===== config.mk =====
export PLATFORM = sky130hd
export DESIGN_NAME = imm_gen_pipe
export DESIGN_NICKNAME = d
export VERILOG_FILES = /design/src/rtl/misc_v_pkg.sv /design/src/rtl/imm_extract.sv /design/src/rtl/imm_gen_pipe.sv
export SDC_FILE = /design/constraint.sdc
export NUM_CORES = 1
export LEC_CHECK = 0
export CAP_MARGIN = 20
export CORE_MARGIN = 3
export CORE_UTILIZATION = 35
export DETAILED_ROUTE_END_ITERATION = 12
export PLACE_DENSITY_LB_ADDON = 0.2
export SETUP_SLACK_MARGIN = 0.2
export SYNTH_ARGS = -nofsm -noshare
export SYNTH_HDL_FRONTEND = slang
export SYNTH_SLANG_ARGS = --single-unit

===== constraint.sdc =====
create_clock -name clk -period 1.49 [get_ports clk]
set_input_delay 0.149 -clock clk [delete_from_list [all_inputs] [get_ports clk]]
set_output_delay 0.149 -clock clk [all_outputs]
set_load 0.005 [all_outputs]

===== src/rtl/misc_v_pkg.sv =====
// Shared decode definitions for the immediate generator: format codes, opcode patterns, field positions.
// Latency: none (package only).
// Backpressure: not applicable.
package misc_v_pkg;

    // Format codes as they appear on out_type.
    typedef enum logic [2:0] {
        FMT_R = 3'd0,
        FMT_I = 3'd1,
        FMT_M = 3'd2,
        FMT_Y = 3'd3,
        FMT_J = 3'd4
    } fmt_e;

    // Opcode occupies the top three bits of the instruction word.
    localparam int OPC_W = 3;

    // Raw immediate field positions (lsb, width) per format.
    localparam int R_LSB  = 0;
    localparam int R_W    = 4;
    localparam int I_LSB  = 2;
    localparam int I_W    = 4;
    localparam int M_LSB  = 0;
    localparam int M_W    = 7;
    localparam int YJ_LSB = 0;
    localparam int YJ_W   = 13;

    // Opcode -> format: 000 R, 001 I, 01x M, 10x Y, 11x J.
    function automatic fmt_e decode_fmt(input logic [OPC_W-1:0] opc);
        fmt_e f;
        casez (opc)
            3'b000:  f = FMT_R;
            3'b001:  f = FMT_I;
            3'b01?:  f = FMT_M;
            3'b10?:  f = FMT_Y;
            default: f = FMT_J;
        endcase
        return f;
    endfunction

endpackage


===== src/rtl/imm_extract.sv =====
// Decodes the format of one instruction and produces its sign-extended (Y/J: scaled) immediate.
// Latency: purely combinational.
// Backpressure: none; ports: instr in, imm/fmt out.
module imm_extract
    import misc_v_pkg::*;
#(
    parameter int IW       = 16,
    parameter int XLEN     = 16,
    parameter int SHIFT_YJ = 0
) (
    input  logic [IW-1:0]   instr,
    output logic [XLEN-1:0] imm,
    output fmt_e            fmt
);

    always_comb begin
        fmt = decode_fmt(instr[IW-1 -: OPC_W]);
        imm = '0;
        case (fmt)
            FMT_R: imm = {{(XLEN-R_W){instr[R_LSB+R_W-1]}}, instr[R_LSB +: R_W]};
            FMT_I: imm = {{(XLEN-I_W){instr[I_LSB+I_W-1]}}, instr[I_LSB +: I_W]};
            FMT_M: imm = {{(XLEN-M_W){instr[M_LSB+M_W-1]}}, instr[M_LSB +: M_W]};
            // Scaling happens after extension so the sign is carried into the upper bits;
            // bits shifted past XLEN are simply dropped.
            FMT_Y, FMT_J:
                imm = {{(XLEN-YJ_W){instr[YJ_LSB+YJ_W-1]}}, instr[YJ_LSB +: YJ_W]} << SHIFT_YJ;
            default: imm = '0;
        endcase
    end

endmodule


===== src/rtl/imm_gen_pipe.sv =====
// Two-stage immediate generator: S1 holds the raw instruction, S2 the decoded immediate and format.
// Latency: 2 cycles from acceptance to out_valid; 1 instruction/cycle with out_ready high.
// Backpressure: valid/ready; in_ready = S1 empty or S1 advancing, gated off by flush and reset.
// Ports: clk, rst_n (async active-low), in_valid/in_ready/in_instr, flush,
//        out_valid/out_ready/out_imm/out_type.
module imm_gen_pipe
    import misc_v_pkg::*;
#(
    parameter int IW       = 16,
    parameter int XLEN     = 16,
    parameter int SHIFT_YJ = 0
) (
    input  logic            clk,
    input  logic            rst_n,
    input  logic            in_valid,
    output logic            in_ready,
    input  logic [IW-1:0]   in_instr,
    input  logic            flush,
    output logic            out_valid,
    input  logic            out_ready,
    output logic [XLEN-1:0] out_imm,
    output logic [2:0]      out_type
);

    logic            s1_vld_q, s1_vld_d;
    logic [IW-1:0]   s1_instr_q, s1_instr_d;
    logic            s2_vld_q, s2_vld_d;
    logic [XLEN-1:0] s2_imm_q, s2_imm_d;
    logic [2:0]      s2_type_q, s2_type_d;

    logic            s2_adv;
    logic            s1_adv;
    logic            in_fire;
    logic [XLEN-1:0] ext_imm;
    fmt_e            ext_fmt;

    imm_extract #(
        .IW       (IW),
        .XLEN     (XLEN),
        .SHIFT_YJ (SHIFT_YJ)
    ) u_imm_extract (
        .instr (s1_instr_q),
        .imm   (ext_imm),
        .fmt   (ext_fmt)
    );

    always_comb begin
        // A stage can take new data when it is empty or its content leaves this cycle.
        s2_adv   = !s2_vld_q || out_ready;
        s1_adv   = !s1_vld_q || s2_adv;
        // rst_n gates in_ready so nothing is advertised while reset is held.
        in_ready = rst_n && !flush && s1_adv;
        in_fire  = in_valid && in_ready;

        s1_vld_d   = s1_vld_q;
        s1_instr_d = s1_instr_q;
        s2_vld_d   = s2_vld_q;
        s2_imm_d   = s2_imm_q;
        s2_type_d  = s2_type_q;

        if (s1_adv) begin
            s1_vld_d = in_fire;
        end
        if (in_fire) begin
            s1_instr_d = in_instr;
        end

        if (s2_adv) begin
            s2_vld_d = s1_vld_q;
            if (s1_vld_q) begin
                s2_imm_d  = ext_imm;
                s2_type_d = ext_fmt;
            end
        end

        // Flush wins over everything; a simultaneous output handshake has already completed.
        if (flush) begin
            s1_vld_d = 1'b0;
            s2_vld_d = 1'b0;
        end
    end

    always_ff @(posedge clk or negedge rst_n) begin
        if (!rst_n) begin
            s1_vld_q   <= 1'b0;
            s1_instr_q <= '0;
            s2_vld_q   <= 1'b0;
            s2_imm_q   <= '0;
            s2_type_q  <= '0;
        end else begin
            s1_vld_q   <= s1_vld_d;
            s1_instr_q <= s1_instr_d;
            s2_vld_q   <= s2_vld_d;
            s2_imm_q   <= s2_imm_d;
            s2_type_q  <= s2_type_d;
        end
    end

    assign out_valid = s2_vld_q;
    assign out_imm   = s2_imm_q;
    assign out_type  = s2_type_q;

endmodule


==> out/metrics.cfg, run 1 <==
[status]
status=finished, final reports clean

[sta]
finalClockSkew_ns=0.00668
fmaxAchievable_ghz=0.713
maxSlewViolCount=0
min_period_ns=1.40
fin_setup_tns_ns=0
setup_viol=0
worst_pin_slew_ns=0.415
timing.final.crit_share_pct=94.1
slew_headroom_pct=72.4
hold_viol_final=0
rsz0062_at_grt=true

[layout]
antenna_cells=0
final_core_util_pct=51.3
area_delta_synth_final_pct=39.0
fill_cells=393
finalInstanceArea_um2=2280
fin_nets=202
finalNonFillerCells=233
drive_gt1_share_pct=32.0

[flow_run]
cap_violations=0

[global_route]
grt_busiest_layer=met2
grt_pass1_vias=1187
grt_max_degree=34
use_met3_pct=4.05
grt_antenna_before_repair=0
grt_overflow=0
grt_util_met2_pct=22.2
grtUsageTotal_pct=14.7
use_met1_pct=20.4
grt_pass1_wl_um=6030

[pwr]
pwr-share-seq_pct=46.0
power_frac_comb_pct=31.9
p_int_uw=2040
power.total_uw=2820
switching_share_pct=27.7
p_leak_uw=0.00112
pwr_density_cell_nw_per_um2=1240
p_clk_share_pct=22.1
switching_power_uw=780
peakVddDrop_mv=0.500

[drt]
final_antenna_net_count=0
drt_first_pass_iters=4
vias_per_cell=4.98
drc=0
postRouteWirelength_um=3840
num_vias=1160
detail_route.wl_per_cell_um=16.5
first_iter_violations=69

[critical_path]
crit_type=register to register
crit_path_max_fanout=8
startpoint_type=register
required_ns=1.65
endpoint_kind=register
crit_arrival_ns=1.57

[place]
hpwl_um=2780
dp_cells=218
portBuffers=41
globalplace.congestion=0.746
place_area_um2=2110

[clock_network]
clk_path_buf_depth=2
cts.clk_slew.worst_paths_ns=0.06
cts_buffers=5
clock_latency_ns=0.28
cts_root_buf=clkbuf_8
ctsHoldBuffers=0
cts.sinks=34
cts_htree_levels=2
tritoncts=built

[floorplan]
fp.dieW_um=74.5
die_area_um2=5540
start_util_pct=36.9
rows=24
die_h_um=74.5
io_pins=42
core_area_um2=4440

[synth]
async_flop_share_pct=100
yosysTopAreaCell=dfrtp_1
synth_edf_count=0
ys_warn_count=0
synth.most_common_cell=dfrtp_1
syn_area_per_cell_um2=13.0
ys_ff_latch=34
synth-main-ff-cell=dfrtp_1
synth.top_cell.area_share_pct=51.9
syn_area_um2=1640
syn-instance-count=126
yosysSeqAreaShare_pct=51.9
ys_top_cells_by_area=dfrtp_1 52%, mux2_4 8.2%, mux2_2 4.8%, buf_6 4.1%, a21oi_1 4.0%
synth.top_cells.by_count=34 x dfrtp_1, 13 x a21oi_1, 9 x mux2_4, 8 x a21boi_0
syn_nets=147
synth_cell_types=28

[hold_path]
hp-class=input pin to asynchronous set/reset pin

flip-flops by register name (all words and copies together) (netlist names):
register / flops
out_type: 3
s1_instr_q: 16
s1_vld_q: 1
out_imm: 13
out_valid: 1
layout make-up:
class | instances | area, um^2 | share of cell area (%)
Tap cell | 52 | 65.1 | 2.85
Timing Repair Buffer | 61 | 582 | 25.5
Inverter | 4 | 15.0 | 0.659
Clock buffer | 7 | 76.3 | 3.35
Multi-Input combinational cell | 75 | 687 | 30.1
Sequential cell | 34 | 855 | 37.5
worst paths after layout:
| kind | start | endpoint | slack (ns) | depth (start not counted) |
|---|---|---|---|---|
| worst max register to register | s1_vld_q | s1_instr_q[12] | 0.09 | 5 |
| min in group clk | in_instr[5] | s1_instr_q[5] | 0.48 | 2 |
| worst min-delay path | rst_n | s1_vld_q | 0.22 | 2 |
| worst max-delay path | s1_vld_q | s1_instr_q[12] | 0.09 | 5 |
| max in group asynchronous | rst_n | s1_instr_q[13] | 0.77 | 2 |
| worst min register to register | s1_instr_q[0] | s1_instr_q[0] | 0.50 | 1 |
power groups by stage:
| stage | sequential [uW] | clock [uW] | combinational (uW) |
|---|---|---|---|
| after floorplan | 1280 | 0 | 484 |
| after global placement | 1300 | 0 | 915 |
| after detailed placement | 1320 | 0 | 922 |
| after CTS | 1300 | 649 | 882 |
| after global routing | 1330 | 686 | 980 |
| final | 1300 | 622 | 898 |
kinds of logic (layout without fill, tap and decap cells):
logic type	after synthesis	in the layout	synth area share, %
DFF	34	34	51.9
and+or+nand+nor	19	19	9.61
xor gates and xnor gates	1	1	0.534
buffers and inverters	17	72	7.47
AOI/OAI and AO/OA	33	33	13.8
muxes	22	22	16.7
metrics by stage:
| step | setup WS (ns) | hold WS [ns] |
|---|---|---|
| 2_1_floorplan | 0.168 | -0.147 |
| 3_3_place_gp | -0.215 | 0.487 |
| 3_5_place_dp | -0.211 | 0.494 |
| 4_1_cts | 0.0929 | 0.200 |
| 5_1_grt | 0.0439 | 0.222 |
| 6_report | 0.0872 | 0.223 |
cells in the final DEF (no fill, tap or decap), types with 2 or more instances in the layout:
cell and n:
dfrtp_1 31, clkdlybuf4s50_1 20, dlygate4sd2_1 18, buf_4 16, a21oi_1 13, mux2_4 9, a21boi_0 8, mux2_2 7
mux2i_1 6, nand2b_1 6, a41o_1 6, clkbuf_8 5, inv_1 4, buf_6 3, dfrtp_2 3, o21ai_0 2
or2_2 2, a31o_2 2, clkbuf_1 2, dlymetal6s2s_1 2
metal layers:
| metal | up-vias | share of wire, % |
|---|---|---|
| met5 | - | 0 |
| met4 | 0 | 1.0 |
| li1 | 557 | - |
| met2 | 29 | 47 |
| met1 | 569 | 47 |
| met3 | 5 | 4.6 |
what timing repair did:
item | CTS | global route
buffers inserted | 4 | 3
endpoints found under the setup margin | 33 | 30
resized for setup | 27 | 11
pin swaps | 1 | 0
cloned | 1 | 0
worst max-delay path, stage by stage, from the launching register on:
cell       delay [ns]
dfrtp_1          0.43
nand3b_4         0.11
buf_6            0.11
nand4b_4         0.13
clkbuf_16        0.21
mux2_4           0.29
Note: power is estimated with default switching activity, not from simulation.
==> inputs of run 2 (changes only) <==
--- a/config.mk
+++ b/config.mk
@@ -7,7 +7,7 @@
 export LEC_CHECK = 0
 export CAP_MARGIN = 20
 export CORE_MARGIN = 3
-export CORE_UTILIZATION = 35
+export CORE_UTILIZATION = 40
 export DETAILED_ROUTE_END_ITERATION = 12
 export PLACE_DENSITY_LB_ADDON = 0.2
 export SETUP_SLACK_MARGIN = 0.2
==> constraint.sdc (replaced) <==
create_clock -name clk -period 1.6 [get_ports clk]
set_input_delay 0.16 -clock clk [delete_from_list [all_inputs] [get_ports clk]]
set_output_delay 0.16 -clock clk [all_outputs]
set_load 0.005 [all_outputs]
==> out/metrics.cfg, run 2 (same netlist as run 1, synthesis figures left out) <==
[drt]
dr.max_layer_used=met4
detail_route.wl_per_cell_um=15.1
final_antenna_net_count=0
first_iter_violations=78
drc=0
routed-wl-met2_um=1580
postRouteWirelength_um=3340
vias_per_cell=5.15
dr_wl_met3_um=184
met1Wirelength_um=1500
drt_first_pass_iters=5
num_vias=1139

[layout]
drive_gt1_share_pct=26.0
fill_cells=313
antenna_cells=0
finalInstanceArea_um2=2210
top_register=s1_instr_q
layout_commonest_cell=clkdlybuf4s50_1
fin_nets=193
regArea_um2=852
multi_input_area_um2=678
mostFrequentLayoutCells=37 x clkdlybuf4s50_1, 33 x dfrtp_1, 13 x a21oi_1
area_delta_synth_final_pct=34.9
final_core_util_pct=58.3
largest_reg_flops=16

[global_route]
grt_overflow=0
grt_pass1_vias=1153
grt_antenna_before_repair=0
grtUsageTotal_pct=15.5
grt_max_degree=19
grt_pass1_wl_um=5910

[pwr]
peakVddDrop_mv=0.700
pwr_density_cell_nw_per_um2=1230
p_leak_uw=0.00105

[sta]
fin_setup_tns_ns=0
fin_ws_ns=0.235
setup_viol=0
slew_headroom_pct=74.9
worst_pin_slew_ns=0.376
maxSlewViolCount=0
timing.final.crit_share_pct=85.3
fmaxAchievable_ghz=0.733
finalClockSkew_ns=0.00959
rsz0062_at_grt=false
hold_viol_final=0
min_period_ns=1.36

[clock_network]
tritoncts=built
cts.sinks=34
clk_path_buf_depth=2
cts_root_buf=clkbuf_8
ctsHoldBuffers=0
cts.clk_slew.worst_paths_ns=0.07
cts_buffers=5
clock_latency_ns=0.29
cts_htree_levels=2

[hold_path]
hp-class=input pin to asynchronous set/reset pin

[floorplan]
rows=22
core_area_um2=3800
die_h_um=70.0
fp.dieW_um=70.0
io_pins=42
start_util_pct=43.2
die_area_um2=4900

[critical_path]
endpoint_kind=register
required_ns=1.78
crit_type=register to register
startpoint_type=register
crit_arrival_ns=1.55
crit_path_max_fanout=9

[place]
portBuffers=41
place_area_um2=2060
post-place-ws_ns=-0.00106
hpwl_um=2410
globalplace.congestion=0.752

[status]
status=finished, final reports clean

[flow_run]
cap_violations=0

## run 2: cell types whose count changed in the layout (fill, tap and decap cells not counted), sizes merged
cell | before | now
clkdlybuf4s50 | 20 | 37
clkinv | 0 | 1
dlymetal6s2s | 2 | 3
buf | 20 | 11
clkdlybuf4s15 | 0 | 1
dlygate4sd2 | 18 | 0
clkbuf | 8 | 7
## run 2: worst paths after layout
kind / end / cells past startpoint / slack, ns / start
setup / recovery: out_imm[14] / 2 / 0.24 / s1_instr_q[15]
hold / removal: out_type[2] / 2 / 0.34 / rst_n
setup reg to reg: out_imm[14] / 2 / 0.24 / s1_instr_q[15]
hold reg to reg: s1_instr_q[11] / 1 / 0.51 / s1_instr_q[11]
max in group asynchronous: s1_instr_q[15] / 2 / 1.05 / rst_n
min in group clk: s1_instr_q[4] / 2 / 0.48 / in_instr[4]
## run 2: layout make-up
cell class	instances	area share, %
Sequential cell	34	38.5
Multi-Input combinational cell	75	30.6
Timing Repair Buffer	52	23.3
Clock buffer	7	3.90
Tap cell	48	2.71
Inverter	4	0.678
Clock inverter	1	0.226
## run 2: metal layers
layer,vias up,GRT usage (%)
met5,-,0
met4,0,7.66
met3,8,3.88
met2,36,22.6
met1,554,21.2
li1,541,-
## run 2: stage by stage
step | hold WS [ns] | std cells | total power, uW
6_report | 0.339 | 221 | 2730
2_1_floorplan | -0.136 | 126 | 1640
5_1_grt | 0.381 | 221 | 2900
3_3_place_gp | 0.489 | 208 | 2040
4_1_cts | 0.342 | 218 | 2720
3_5_place_dp | 0.497 | 208 | 2070
## run 2: critical path, stage by stage (launching register included)
cell     delay [ns]
dfrtp_1        0.51
or3b_4         0.49
a41o_1         0.26
## run 2: timing repair
action,in CTS,in global routing
cloned,0,0
pin swaps,1,1
endpoints found under the hold margin,0,0
endpoints found under the setup margin,1,21
buffers inserted,2,3
resized for setup,1,9
## run 2: power by group
group / internal, uW / switching (uW) / total, uW
logic: 581 / 276 / 857
clock network: 347 / 303 / 650
registers: 1060 / 155 / 1220
==> inputs of run 3 (changes only) <==
--- a/config.mk
+++ b/config.mk
@@ -11,6 +11,7 @@
 export DETAILED_ROUTE_END_ITERATION = 12
 export PLACE_DENSITY_LB_ADDON = 0.2
 export SETUP_SLACK_MARGIN = 0.2
+export SLEW_MARGIN = 20
 export SYNTH_ARGS = -nofsm -noshare
 export SYNTH_HDL_FRONTEND = slang
 export SYNTH_SLANG_ARGS = --single-unit
==> results of run 3 <==
Final layout, timing and power as in run 2 (identical DEF).
